### config.mk
export PLATFORM = sky130hd
export DESIGN_NAME = stream_max_tracker
export DESIGN_NICKNAME = d
export VERILOG_FILES = /design/src/rtl/smt_pkg.sv /design/src/rtl/cmp_gt_n.sv /design/src/rtl/stream_max_tracker.sv
export SDC_FILE = /design/constraint.sdc
export NUM_CORES = 1
export LEC_CHECK = 0
export ABC_AREA = 1
export CAP_MARGIN = 15
export CORE_ASPECT_RATIO = 0.9
export CORE_MARGIN = 1
export CORE_UTILIZATION = 47
export DETAILED_ROUTE_END_ITERATION = 8
export GPL_ROUTABILITY_DRIVEN = 0
export PLACE_DENSITY = 0.77
export SLEW_MARGIN = 20
export SYNTH_ARGS = -nofsm -noshare
export SYNTH_HDL_FRONTEND = slang
export SYNTH_HIERARCHICAL = 1
export SYNTH_SLANG_ARGS = --single-unit
### constraint.sdc
create_clock -name clk -period 2.1 [get_ports clk]
set_input_delay 0.315 -clock clk [delete_from_list [all_inputs] [get_ports clk]]
set_output_delay 0.315 -clock clk [all_outputs]
set_load 0.05 [all_outputs]
### src/rtl/smt_pkg.sv
// Shared types and constants for stream_max_tracker.
// State encoding and compare-mode selectors.
package smt_pkg;

  typedef enum logic {
    ST_ACC  = 1'b0,
    ST_HOLD = 1'b1
  } state_t;

  localparam bit CMP_UNSIGNED = 1'b0;
  localparam bit CMP_SIGNED   = 1'b1;

endpackage

### src/rtl/cmp_gt_n.sv
// Combinational a > b, unsigned or two's-complement.
// Signed mode flips both MSBs and reuses the unsigned compare.
module cmp_gt_n
  import smt_pkg::*;
#(
  parameter int WIDTH  = 8,
  parameter bit SIGNED = CMP_UNSIGNED
) (
  input  logic [WIDTH-1:0] a,
  input  logic [WIDTH-1:0] b,
  output logic             gt
);

  logic [WIDTH-1:0] ak;
  logic [WIDTH-1:0] bk;

  // Bias operands so signed order maps onto unsigned order
  always_comb begin
    ak = a;
    bk = b;
    if (SIGNED == CMP_SIGNED) begin
      ak[WIDTH-1] = ~a[WIDTH-1];
      bk[WIDTH-1] = ~b[WIDTH-1];
    end
    gt = (ak > bk);
  end

endmodule

### src/rtl/stream_max_tracker.sv
// Frame-wise running max (and optional min) tracker.
// Optional min tracking is enabled by defining TRACK_MIN_EN.
module stream_max_tracker
  import smt_pkg::*;
#(
  parameter int WIDTH     = 8,
  parameter int FRAME_LEN = 16,
  parameter bit SIGNED    = CMP_UNSIGNED,
  localparam int IDX_W    = $clog2(FRAME_LEN)
) (
  input  logic             clk,
  input  logic             rst_n,
  input  logic             clr,
  input  logic             in_valid,
  output logic             in_ready,
  input  logic [WIDTH-1:0] in_data,
  output logic             out_valid,
  input  logic             out_ready,
  output logic [WIDTH-1:0] out_max,
  output logic [IDX_W-1:0] out_idx
`ifdef TRACK_MIN_EN
  ,
  output logic [WIDTH-1:0] out_min,
  output logic [IDX_W-1:0] out_min_idx
`endif
);

  localparam logic [IDX_W-1:0] LAST = IDX_W'(FRAME_LEN - 1);

  state_t           state;
  state_t           state_nxt;
  logic [IDX_W-1:0] count;
  logic [WIDTH-1:0] max_q;
  logic [IDX_W-1:0] idx_q;
  logic             take;
  logic             last;
  logic             first;
  logic             gt_max;

  assign take  = in_valid && in_ready && !clr;
  assign last  = (count == LAST);
  assign first = (count == '0);

  cmp_gt_n #(
    .WIDTH (WIDTH),
    .SIGNED(SIGNED)
  ) u_cmp_max (
    .a (in_data),
    .b (max_q),
    .gt(gt_max)
  );

  // State register
  always_ff @(posedge clk or negedge rst_n) begin
    if (!rst_n) state <= ST_ACC;
    else        state <= state_nxt;
  end

  // Next-state: clr wins, otherwise frame end / result handshake
  always_comb begin
    state_nxt = state;
    if (clr) begin
      state_nxt = ST_ACC;
    end else begin
      unique case (state)
        ST_ACC:  if (take && last) state_nxt = ST_HOLD;
        ST_HOLD: if (out_ready)    state_nxt = ST_ACC;
        default: state_nxt = ST_ACC;
      endcase
    end
  end

  // Handshake outputs decoded from registered state
  always_comb begin
    in_ready  = (state == ST_ACC);
    out_valid = (state == ST_HOLD);
  end

  // Element position within the current frame
  always_ff @(posedge clk or negedge rst_n) begin
    if (!rst_n)    count <= '0;
    else if (clr)  count <= '0;
    else if (take) count <= last ? '0 : count + 1'b1;
  end

  // Running max; strict compare keeps the earliest tie
  always_ff @(posedge clk or negedge rst_n) begin
    if (!rst_n) begin
      max_q <= '0;
      idx_q <= '0;
    end else if (take && (first || gt_max)) begin
      max_q <= in_data;
      idx_q <= count;
    end
  end

  assign out_max = max_q;
  assign out_idx = idx_q;

`ifdef TRACK_MIN_EN
  logic [WIDTH-1:0] min_q;
  logic [IDX_W-1:0] min_idx_q;
  logic             lt_min;

  cmp_gt_n #(
    .WIDTH (WIDTH),
    .SIGNED(SIGNED)
  ) u_cmp_min (
    .a (min_q),
    .b (in_data),
    .gt(lt_min)
  );

  // Running min; mirrors the max rules
  always_ff @(posedge clk or negedge rst_n) begin
    if (!rst_n) begin
      min_q     <= '0;
      min_idx_q <= '0;
    end else if (take && (first || lt_min)) begin
      min_q     <= in_data;
      min_idx_q <= count;
    end
  end

  assign out_min     = min_q;
  assign out_min_idx = min_idx_q;
`endif

endmodule
==> results of run 1 <==
[layout make-up]
| class | count | area [um2] | share of cell area, % |
|---|---|---|---|
| tap | 25 | 31.3 | 2.38 |
| inverter | 19 | 76.3 | 5.81 |
| timing repair buffer | 27 | 268 | 20.4 |
| multi-input combinational | 87 | 487 | 37.0 |
| sequential | 17 | 425 | 32.4 |
| clock buffer | 4 | 26.3 | 2.00 |
[routing by layer]
layer / routed length [um] / share of wire [%] / GRT usage (%)
met1: 945 / 46 / 23.4
met4: 21 / 1.0 / 6.67
met5: 0 / 0 / 0
met2: 975 / 48 / 34.2
met3: 111 / 5.4 / 6.60
[flip-flops by register name (all words and copies together) (netlist names)]
register	flops
count	4
out_idx	4
out_max	8
out_valid	1
[cells by family (layout without fill, tap and decap cells)]
kind of cell	Yosys count	count (layout)	synth area share, %
simple gates	69	69	30.8
buf+inv	22	50	10.8
flops	17	17	41.6
fa+ha+maj	10	10	12.2
compound gates	8	8	4.53
[worst max path at each step]
stage	end	slack (ns)
after floorplan	out_max[0]	0.21
after global placement	out_idx[1]	0.07
after detailed placement	out_idx[3]	0.02
after CTS	in_ready	0.19
after global routing	in_ready	0.16
final	in_ready	0.20
[power by group through the flow]
| stage | logic, uW | clock network (uW) | registers, uW |
|---|---|---|---|
| final | 456 | 176 | 405 |
| after global routing | 493 | 196 | 412 |
| after CTS | 460 | 184 | 404 |
| after detailed placement | 459 | 0 | 411 |
| after global placement | 447 | 0 | 410 |
| after floorplan | 175 | 0 | 551 |
[placed cells by master (no fill, tap or decap)]
cell             netlist  final
inv_1                 15     15
nand2_4                2      2
o21ai_0                3      3
clkdlybuf4s50_1        0     26
inv_2                  3      3
nor2_2                 1      1
nand3_1               17     17
ha_1                  10     10
a21o_2                 1      1
a21oi_1                3      3
nand3_2                2      2
clkbuf_1               0      1
o31ai_1                1      1
clkbuf_4               0      3
nand2_1               40     40
dfrtp_1               17     17
buf_4                  0      1
clkinv_4               1      1
nand4_1                1      1
or2_2                  1      1
nor2_1                 5      5
[worst reg2reg max path, cell delays in order (launching register included)]
cell and delay [ns]:
dfrtp_1 0.38, inv_1 0.05, ha_1 0.28, nand2_1 0.08, nor2_2 0.14, nand2_1 0.07, a21oi_1 0.11, inv_1 0.08
nand2_4 0.15, nand2_4 0.13, nand2_1 0.08, nand2_1 0.05
[per-stage QoR]
step | total power, uW | cell area (um2)
2_1_floorplan | 726 | 1020
3_3_place_gp | 857 | 1290
3_5_place_dp | 870 | 1290
4_1_cts | 1050 | 1310
5_1_grt | 1100 | 1310
6_report | 1040 | 1310
==> impl_metrics.csv, run 1 <==
group,metric,value,unit
outcome,status,"complete, no violations",
yosys,yosys_warnings,6,
critical_path,crit_type,"register to output pin",
critical_path,rrSetupSlack,0.39,ns
flow_run,drv_cap,0,
cts,hold_buffers,0,
placed_design,dp_cells,175,
layout,postLayoutCoreUtil,66.0,%
yosys,synth_cell_types,18,
critical_path,reg2reg_to,"out_max[4]",
critical_path,crit_buf_inv,2,
power,max-vdd-ir-drop,0.452,mV
cts,h-tree-depth,1,
cts,cts-root-buf,"clkbuf_4",
power,swShare,41.2,%
critical_path,cp.depth,2,
critical_path,cpPeakStageDelay,0.80,ns
timing,relSlewSlack,66.2,%
floorplan,die_w,51.2,um
critical_path,worstPathCellList,"inv_2 -> clkdlybuf4s50_1",
yosys,async_flop_share,100,%
yosys,synth_top_area_cell,"dfrtp_1",
layout,final_cells,179,
timing,worst_slack,0.200,ns
floorplan,core_area,1990,um2
critical_path,rr_startpoint,"out_max[7]",
detailed_routing,vias,884,
critical_path,worstPathMaxFanout,4,
timing,setup_viol,0,
timing,worstMarginPinSlew,0.506,ns
grt,grt_pass1_vias,803,
detailed_routing,drtIter0Drc,13,
yosys,yosysSeqAreaShare,41.6,%
placed_design,place_ws,0.0209,ns
detailed_routing,drc,0,
critical_path,crit_arrival,1.58,ns
critical_path,cp_data_required_time,1.78,ns
timing,drv_slew,0,
layout,fin_nets,178,
yosys,ys.flop_type,"dfrtp_1",
timing,tns,0,ns
power,p_seq_share,39.0,%
cts,tritoncts,"done",
yosys,synth_area_leaders,"dfrtp_1, nand2_1, ha_1",
cts,cts-buffers-inserted,3,
layout,area_delta_synth_final,28.5,%
yosys,synth.top_cell.area_share,41.6,%
cts,cts.path.max_buffers,2,
power,power_switching,427,uW
floorplan,initial_utilization,51.4,%
placed_design,dp_hpwl,1560,um
floorplan,die_area,2370,um2
detailed_routing,wirelength,2050,um
detailed_routing,vias_per_cell,4.94,
critical_path,startpoint,"out_valid",
yosys,netlist_area,1020,um2
floorplan,die_h,46.2,um
grt,grt_pass1_wl,3370,um
timing,holdWs,0.336,ns
yosys,synth_common_cells,"nand2_1, dfrtp_1, nand3_1",
grt,grtUsageTotal,19.8,%
yosys,syn_area_per_cell,8.11,um2
cts,cts_resized,0,
grt,grt_max_degree,18,
critical_path,crit_path_top_delay_cell,"clkdlybuf4s50_1",
layout,drive_gt1_share,9.74,%
detailed_routing,dr.pass1.iters,4,
detailed_routing,wire_per_inst,11.5,um
timing,hold_viol_final,0,
placed_design,io_buffers,26,
yosys,ys_ff_latch,17,
yosys,syn_nets,149,
critical_path,cp_top_family,"buffers and inverters",
critical_path,end_kind,"output pin",
layout,fill_cells,183,
floorplan,rows,15,
power,clockPowerShare,17.0,%
grt,antenna_found_initial,0,
timing,grt_setup_unrepaired,"no",
yosys,synth.most_common_cell,"nand2_1",
timing,fin_skew,0.00442,ns
timing,fin_crit_sh,90.5,%
critical_path,worstSetupStartpointType,"register",
cts,cts.sinks,17,
critical_path,reg2reg_depth,11,
worst_hold_path,worst_hold_path_type,"input port to asynchronous set/reset pin",
yosys,synth_edf_count,0,
power,pwr-share-comb,44.0,%
cts,path_clk_slew,0.10,ns
power,power.internal,609,uW
power,p_leak,0.000690,uW
timing,finalCriticalPeriod,1.90,ns
yosys,netlist_instances,126,
cts,insertion_delay,0.29,ns
detailed_routing,ant_nets,0,
cts,cts_setup_buffers,0,
grt,gr-total-overflow,0,
power,cellPowerDensity,789,nW/um2
timing,max_freq,526,MHz
layout,antenna_cells,0,
floorplan,io_pins,27,
Note: power is estimated with default switching activity, not from simulation.
==> inputs of run 2 (changes only) <==
- CAP_MARGIN: 15 -> 0
- CORE_ASPECT_RATIO: 0.9 -> 1.2
==> run 2 against run 1 <==
Critical path type unchanged. Critical endpoint unchanged. Combinational power barely moved. Sequential power about the same. Via count is 0.34% higher. Sequential cell count did not move. Clock skew rose by 0.0030 ns.
==> impl_metrics.csv, run 2 (synthesis gave the netlist of run 1 again) <==
group,metric,value,unit
power,pwr-share-comb,43.8,%
grt,grt_pass1_vias,822,
timing,setup_viol,0,
detailed_routing,drc,0,
layout,largest_reg_flops,8,
grt,gr-total-overflow,0,
cts,tritoncts,"done",
floorplan,core_area,2050,um2
flow_run,drv_cap,0,
layout,postLayoutCoreUtil,64.5,%
timing,fin_crit_sh,90.2,%
worst_hold_path,worst_hold_path_type,"input port to asynchronous set/reset pin",
timing,worstMarginPinSlew,0.497,ns
timing,relSlewSlack,66.8,%
critical_path,crit_path_top_delay_cell,"clkdlybuf4s50_1",
power,clockPowerShare,17.1,%
timing,max_freq,528,MHz
floorplan,die_h,53.1,um
timing,fin_skew,0.00739,ns
floorplan,die_area,2370,um2
critical_path,crit_arrival,1.58,ns
critical_path,rr_startpoint,"out_max[7]",
detailed_routing,wire_per_inst,10.8,um
detailed_routing,dr.pass1.iters,5,
grt,antenna_found_initial,0,
detailed_routing,vias,887,
power,swShare,41.7,%
placed_design,dp_cells,180,
critical_path,reg2reg_to,"out_idx[3]",
critical_path,reg2reg_depth,12,
floorplan,initial_utilization,49.9,%
cts,insertion_delay,0.29,ns
power,power_switching,433,uW
layout,fin_nets,178,
layout,antenna_cells,0,
power,p_leak,0.000692,uW
critical_path,cp_data_required_time,1.78,ns
cts,path_clk_slew,0.10,ns
outcome,status,"complete, no violations",
timing,drv_slew,0,
critical_path,end_kind,"output pin",
critical_path,worstPathCellList,"inv_2 -> clkdlybuf4s50_1",
cts,cts_setup_buffers,0,
grt,grtUsageTotal,19.1,%
power,power,1040,uW
placed_design,dp_hpwl,1520,um
layout,layout_commonest_cell,"nand2_1",
power,max-vdd-ir-drop,0.406,mV
power,p_seq_share,39.1,%
floorplan,io_pins,27,
floorplan,rows,18,
critical_path,crit_type,"register to output pin",
cts,cts-buffers-inserted,3,
critical_path,cpPeakStageDelay,0.80,ns
layout,drive_gt1_share,10.4,%
timing,grt_setup_unrepaired,"no",
critical_path,worstSetupStartpointType,"register",
detailed_routing,drtIter0Drc,6,
power,cellPowerDensity,785,nW/um2
critical_path,cp_top_family,"buffers and inverters",
timing,hold_viol_final,0,
grt,grt_max_degree,18,
cts,cts.path.max_buffers,2,
layout,final_cells,184,
cts,cts.sinks,17,
detailed_routing,vias_per_cell,4.82,
timing,holdWs,0.328,ns
grt,grt_pass1_wl,3240,um
detailed_routing,ant_nets,0,
power,power.internal,605,uW
critical_path,crit_buf_inv,2,
critical_path,rrSetupSlack,0.36,ns
placed_design,io_buffers,26,
layout,area_delta_synth_final,29.3,%
critical_path,worstPathMaxFanout,4,
floorplan,die_w,44.6,um
cts,h-tree-depth,1,
detailed_routing,wirelength,1990,um
cts,hold_buffers,0,
layout,final_cell_mix,"nand2_1, clkdlybuf4s50_1, nand3_1, dfrtp_1, inv_1",
timing,tns,0,ns
timing,finalCriticalPeriod,1.89,ns
cts,cts_resized,0,
cts,cts-root-buf,"clkbuf_4",
==> run 2: cell types whose count changed in the layout (fill, tap and decap cells not counted) <==
cell,delta
clkbuf_1,-1
clkinv_2,+1
==> run 2: worst max path at each step <==
stage	startpoint	to	slack, ns	cells past startpoint
after CTS	out_valid	in_ready	0.20	2
final	out_valid	in_ready	0.21	2
after global placement	in_data[7]	out_max[6]	0.05	11
after global routing	out_valid	in_ready	0.17	2
after detailed placement	in_data[7]	out_max[6]	0.04	11
after floorplan	out_max[7]	out_max[0]	0.21	12
==> run 2: layout make-up <==
type / instances / area [um2]
Multi-Input combinational cell: 87 / 487
Tap cell: 30 / 37.5
Inverter: 19 / 76.3
Sequential cell: 17 / 425
Clock inverter: 1 / 5.00
Clock buffer: 3 / 22.5
Timing Repair Buffer: 27 / 268
Fill cell: 171 / 728
==> run 2: power groups by stage <==
stage	Sequential, uW	Clock [uW]	Combinational, uW
after global routing	411	190	495
after global placement	411	0	447
after floorplan	551	0	175
after detailed placement	413	0	455
final	406	177	454
after CTS	406	181	457
==> run 2: layer usage <==
layer	vias to the layer above	wire, um	part of all wire [%]	GRT usage [%]
met4	0	33	1.7	11.6
met1	405	855	43	20.3
met3	4	76	3.8	2.39
met5	-	0	0	0
met2	21	1020	51	35.0
li1	457	-	-	-
==> run 2: worst reg2reg max path, stage by stage (launching register included) <==
cell	delay, ns
dfrtp_1	0.40
inv_1	0.06
ha_1	0.29
nand2_1	0.08
nor2_2	0.14
nand3_1	0.08
nor2_1	0.09
a21oi_1	0.05
inv_1	0.09
nand2_4	0.12
nand2_4	0.15
nand2_1	0.07
nand2_1	0.06
==> run 2: through the flow <==
stage	setup WS (ns)	instance area, um2
4_1_cts	0.199	1320
5_1_grt	0.169	1320
2_1_floorplan	0.212	1020
3_3_place_gp	0.0505	1290
3_5_place_dp	0.0422	1290
6_report	0.206	1320
